## config.mk

```make
export PLATFORM = sky130hd
export DESIGN_NAME = tl_a_buffer
export DESIGN_NICKNAME = d
export VERILOG_FILES = /design/src/rtl/tl_a_buffer.sv
export SDC_FILE = /design/constraint.sdc
export NUM_CORES = 2
export LEC_CHECK = 0
export CAP_MARGIN = 10
export CORE_MARGIN = 2
export CORE_UTILIZATION = 24
export CTS_CLUSTER_SIZE = 40
export DETAILED_ROUTE_END_ITERATION = 8
export GPL_ROUTABILITY_DRIVEN = 0
export PLACE_DENSITY = 0.47
export SYNTH_ARGS = -nofsm -noshare
export SYNTH_HDL_FRONTEND = slang
export SYNTH_SLANG_ARGS = --single-unit
```

## constraint.sdc

```tcl
create_clock -name clock -period 4.6 [get_ports clock]
set_clock_uncertainty 0.1 [all_clocks]
set_input_delay 0.92 -clock clock [delete_from_list [all_inputs] [get_ports clock]]
set_output_delay 0.92 -clock clock [all_outputs]
set_load 0.01 [all_outputs]
```

## src/rtl/tl_a_buffer.sv

```systemverilog
// DEPTH-entry FIFO for one TileLink Channel A link.
// Ports: clock/reset (sync, active-high), enq_* upstream beat with
// enq_valid/enq_ready, deq_* head beat with deq_valid/deq_ready,
// count = occupancy. Macro TL_A_BUFFER_FLOW_EN enables zero-latency
// flow-through when the buffer is empty.
module tl_a_buffer #(
  parameter  int SIZE_WD   = 3,
  parameter  int ADDR_WD   = 36,
  parameter  int DATA_WD   = 256,
  parameter  int SOURCE_WD = 32,
  parameter  int USER_WD   = 32,
  parameter  int ECHO_WD   = 32,
  parameter  int DEPTH     = 4,
  localparam int MASK_WD   = DATA_WD / 8,
  localparam int CNT_WD    = $clog2(DEPTH + 1)
) (
  input  logic                 clock,
  input  logic                 reset,
  input  logic [2:0]           enq_opcode,
  input  logic [2:0]           enq_param,
  input  logic [SIZE_WD-1:0]   enq_size,
  input  logic [SOURCE_WD-1:0] enq_source,
  input  logic [ADDR_WD-1:0]   enq_address,
  input  logic [USER_WD-1:0]   enq_user,
  input  logic [ECHO_WD-1:0]   enq_echo,
  input  logic [MASK_WD-1:0]   enq_mask,
  input  logic [DATA_WD-1:0]   enq_data,
  input  logic                 enq_corrupt,
  input  logic                 enq_valid,
  output logic                 enq_ready,
  output logic [2:0]           deq_opcode,
  output logic [2:0]           deq_param,
  output logic [SIZE_WD-1:0]   deq_size,
  output logic [SOURCE_WD-1:0] deq_source,
  output logic [ADDR_WD-1:0]   deq_address,
  output logic [USER_WD-1:0]   deq_user,
  output logic [ECHO_WD-1:0]   deq_echo,
  output logic [MASK_WD-1:0]   deq_mask,
  output logic [DATA_WD-1:0]   deq_data,
  output logic                 deq_corrupt,
  output logic                 deq_valid,
  input  logic                 deq_ready,
  output logic [CNT_WD-1:0]    count
);
  localparam int PTR_WD = $clog2(DEPTH);
  localparam int W = 6 + SIZE_WD + SOURCE_WD + ADDR_WD
                   + USER_WD + ECHO_WD + MASK_WD + DATA_WD + 1;

  if (DEPTH < 2 || (DEPTH & (DEPTH - 1)) != 0) begin : g_bad_depth
    $error("tl_a_buffer: DEPTH must be a power of 2 and >= 2");
  end

  typedef logic [W-1:0] beat_t;

  beat_t             mem_q [DEPTH];
  beat_t             mem_d [DEPTH];
  logic [PTR_WD-1:0] wptr_q, wptr_d;
  logic [PTR_WD-1:0] rptr_q, rptr_d;
  logic [CNT_WD-1:0] count_q, count_d;

  beat_t enq_bus, deq_bus, head;
  logic  full, empty;
  logic  enq_fire, deq_fire;
  logic  bypass, wr_en, rd_en;

  assign enq_bus = {enq_opcode, enq_param, enq_size,
                    enq_source, enq_address, enq_user,
                    enq_echo, enq_mask, enq_data,
                    enq_corrupt};

  assign {deq_opcode, deq_param, deq_size,
          deq_source, deq_address, deq_user,
          deq_echo, deq_mask, deq_data,
          deq_corrupt} = deq_bus;

  assign count = count_q;

  always_comb begin
    full      = (count_q == CNT_WD'(DEPTH));
    empty     = (count_q == '0);
    enq_ready = !full && !reset;
    head      = mem_q[rptr_q];
`ifdef TL_A_BUFFER_FLOW_EN
    // Empty: present the incoming beat directly.
    deq_valid = !empty || enq_valid;
    deq_bus   = (empty && enq_valid) ? enq_bus : head;
`else
    deq_valid = !empty;
    deq_bus   = head;
`endif
    enq_fire  = enq_valid && enq_ready;
    deq_fire  = deq_valid && deq_ready;
`ifdef TL_A_BUFFER_FLOW_EN
    // Beat consumed in flight never touches storage.
    bypass    = empty && enq_fire && deq_ready;
`else
    bypass    = 1'b0;
`endif
    wr_en     = enq_fire && !bypass;
    rd_en     = deq_fire && !bypass;

    mem_d   = mem_q;
    wptr_d  = wptr_q;
    rptr_d  = rptr_q;
    count_d = count_q;
    if (wr_en) begin
      mem_d[wptr_q] = enq_bus;
      wptr_d        = wptr_q + PTR_WD'(1);
    end
    if (rd_en) begin
      rptr_d = rptr_q + PTR_WD'(1);
    end
    unique case ({wr_en, rd_en})
      2'b10:   count_d = count_q + CNT_WD'(1);
      2'b01:   count_d = count_q - CNT_WD'(1);
      default: count_d = count_q;
    endcase
  end

  always_ff @(posedge clock) begin
    if (reset) begin
      for (int i = 0; i < DEPTH; i++) begin
        mem_q[i] <= '0;
      end
      wptr_q  <= '0;
      rptr_q  <= '0;
      count_q <= '0;
    end else begin
      mem_q   <= mem_d;
      wptr_q  <= wptr_d;
      rptr_q  <= rptr_d;
      count_q <= count_d;
    end
  end

  a_count_range: assert property (
    @(posedge clock) disable iff (reset)
    count_q <= CNT_WD'(DEPTH)
  ) else $error("tl_a_buffer: count above DEPTH");

  a_head_stable: assert property (
    @(posedge clock) disable iff (reset)
    (deq_valid && !deq_ready) |=> $stable(deq_bus)
  ) else $error("tl_a_buffer: head changed while stalled");
endmodule
```

==> reports/qor.txt <==
number of global-route vias before repair = 53.26k
clock slew at reported path FFs = 0.05 ns
CP Cell Sequence = buf_4 > mux4_2 > clkdlybuf4s50_1
most frequent cell after synthesis = dfxtp_1
CTS tree = built
HPWL Detailed = 156600 um
Syn Inst Count = 6547
Initial Utilization = 0.2412
biggest cell delay along the critical path = 0.81 ns
Netlist cell types = 29
Post-synth EDFFs = 0
Net count, final = 7720
# rows = 210
Worst Slack Setup Final = 0.3573 ns
largest cells by area after synthesis = dfxtp_1 (44%), mux2i_1 (22%), nand2b_1 (14%)
cell chosen for the clock root = clkbuf_16
cell taking the most area after synthesis = dfxtp_1
asr flop ratio synth = 0
post-synthesis cell area = 78950 um2
Slew Limit Fails = 0
final cell count without fillers = 11.83k
Tightest Pin Transition = 1.128 ns
H-tree depth = 4
Worst-Skew Late Latency = 0.82 ns
Leak = 0.04567 uW
postcts setup bufs = 0
DRT iter0 DRCs = 2136
Worst R2R Start = count[2]
Slew HR = 0.2480
initial antenna violation count = 81
Inserted Clock Buffers = 211
Storage cell area = 34580 um2
routed vias = 50.04k
Startpoint Class = flop
first-pass GRT wire length = 351100 um
Worst Setup SP = rptr_q[1]
# resized after CTS = 0
Net Count, Synth = 6987
Setup violations, final = 0
TNS Setup = 0 ns
Worst Path Arrival = 3.22 ns
wire per inst = 20.00 um
DRT antenna net count = 0
drt via density = 4.230
FF+latch count, synth = 1727
Core Util, Final = 0.2976
PwrDens = 452.8 nW/um2
hold buffers post-CTS = 0
Multi-input gate area = 37970 um2
largest net degree at the start of global routing = 281
Final min period = 4.243 ns
Final Cycle Share = 0.9223
DP Cell Count = 11.41k
WP data required = 3.58 ns
DRC = 0
die height = 577.6 um
total wire length = 236600 um
Synth top area share = 0.4379
DIE WIDTH = 577.6 um
Placeable Area = 327400 um2
DR pass1 iterations = 7
status = completed
I/O Buffers = 868
area delta synth->final = 23.41%
Min-Delay Path Class = flop to flop
max cap viols = 0
pre-CTS WS = 1.071 ns
# IOs = 869
hold slack = 0.3689 ns
Post-synth top cells = dfxtp_1 (1727), mux2i_1 (1720), nand2b_1 (1720)
mean post-synth cell area = 12.06 um2
gr usage total = 0.1375
post-synthesis sequential area ratio = 0.4379
CP delay by family, top = buffers and inverters
slowest CP cell = dfxtp_4
RSZ-0062 raised after global routing = false
fraction of layout cells with a size suffix above 1 = 0.1226
die area = 333600 um2
Top FF cell, synth = dfxtp_1
CP Capture Type = primary output
FMAX = 235.7 MHz
Max rail drop VDD = 0.0003338 V
Hold Fails Final Rpt = 0
critical path type = flop to primary output
GRT overflow = 0
worst min-delay path startpoint = mem_q[475]
clock sinks = 1727
CP max FO = 22
CTS Buffer Depth = 4
WP buf/inv = 2
synth warn = 0
Fillers = 33.35k
power breakdown:
part	leakage, uW	total [uW]	switching (uW)	internal, uW
combinational	0.0281	10200	4920	5250
sequential	0.0140	16800	636	16100
clock	0.00357	17200	6920	10300
cell usage in the layout (no fill, tap or decap), drive strengths merged:
cell type | synthesis | final
a211o | 1 | 1
a21oi | 2 | 2
and2b | 1 | 1
buf | 271 | 134
bufinv | 0 | 13
clkbuf | 210 | 318
clkdlybuf4s50 | 0 | 867
clkinv | 0 | 45
clkinvlp | 0 | 4
dfxtp | 1727 | 1727
diode | 0 | 29
fa | 1 | 1
ha | 5 | 5
inv | 435 | 443
mux2 | 1 | 1
mux2i | 1720 | 1720
mux4 | 430 | 430
nand2 | 1 | 1
nand2b | 1720 | 1720
nand3 | 4 | 4
nor2 | 6 | 6
nor2b | 1 | 1
o21ai | 2 | 2
o311ai | 1 | 1
o31a | 1 | 1
or3 | 2 | 2
or3b | 1 | 1
xnor2 | 1 | 1
xor2 | 3 | 3
per-layer routing:
layer,GRT usage,vias to the layer above,part of all wire
met3,0.03486,414,0.057
met2,0.2334,939,0.48
li1,-,23695,-
met4,0.05367,52,0.035
met5,0,-,0.0013
met1,0.1658,24944,0.42
cell type report:
| type | count | area share |
|---|---|---|
| inverters | 435 | 0.01676 |
| diodes | 29 | 0.0007448 |
| clock inverters | 70 | 0.009027 |
| repair buffers | 1001 | 0.1081 |
| clock buffers | 318 | 0.06503 |
| flip-flops and latches | 1727 | 0.3549 |
| multi-input cells | 3904 | 0.3897 |
| well taps | 4346 | 0.05581 |
path summary, 6_finish.rpt:
| path | end | cells after the start | slack (ns) |
|---|---|---|---|
| setup reg to reg | count[2] | 8 | 1.72 |
| hold / removal | mem_q[475] | 2 | 0.37 |
| setup / recovery | deq_address[35] | 3 | 0.36 |
| hold reg to reg | mem_q[475] | 2 | 0.37 |
per-stage QoR:
stage	cell area, um2	total power [uW]
global placement	90150	27400
detailed placement	90150	27500
finish	97440	44120
global route	97410	46130
CTS	97360	45040
floorplan	78950	23170
cells by family after synthesis:
kind of cell    synth area share
simple gates              0.1376
flops                     0.4379
compound gates         0.0005863
xor+xnor               0.0004438
fa+ha+maj               0.001046
buf+inv                  0.08161
mux                       0.3409
worst reg2reg max path: stages, from the launching register on:
cell and delay (ns):
dfxtp_1 0.57, or3b_1 0.61, nand2_1 0.21, ha_1 0.21
inv_1 0.06, fa_1 0.37, xor2_1 0.16, or3_1 0.32
a21oi_1 0.18
state kept, by name, summed over array words and instances (netlist names):
register and flops:
count 3, wptr_q 2, mem_q 1720, rptr_q 2
(Power assumes the default switching activity.)
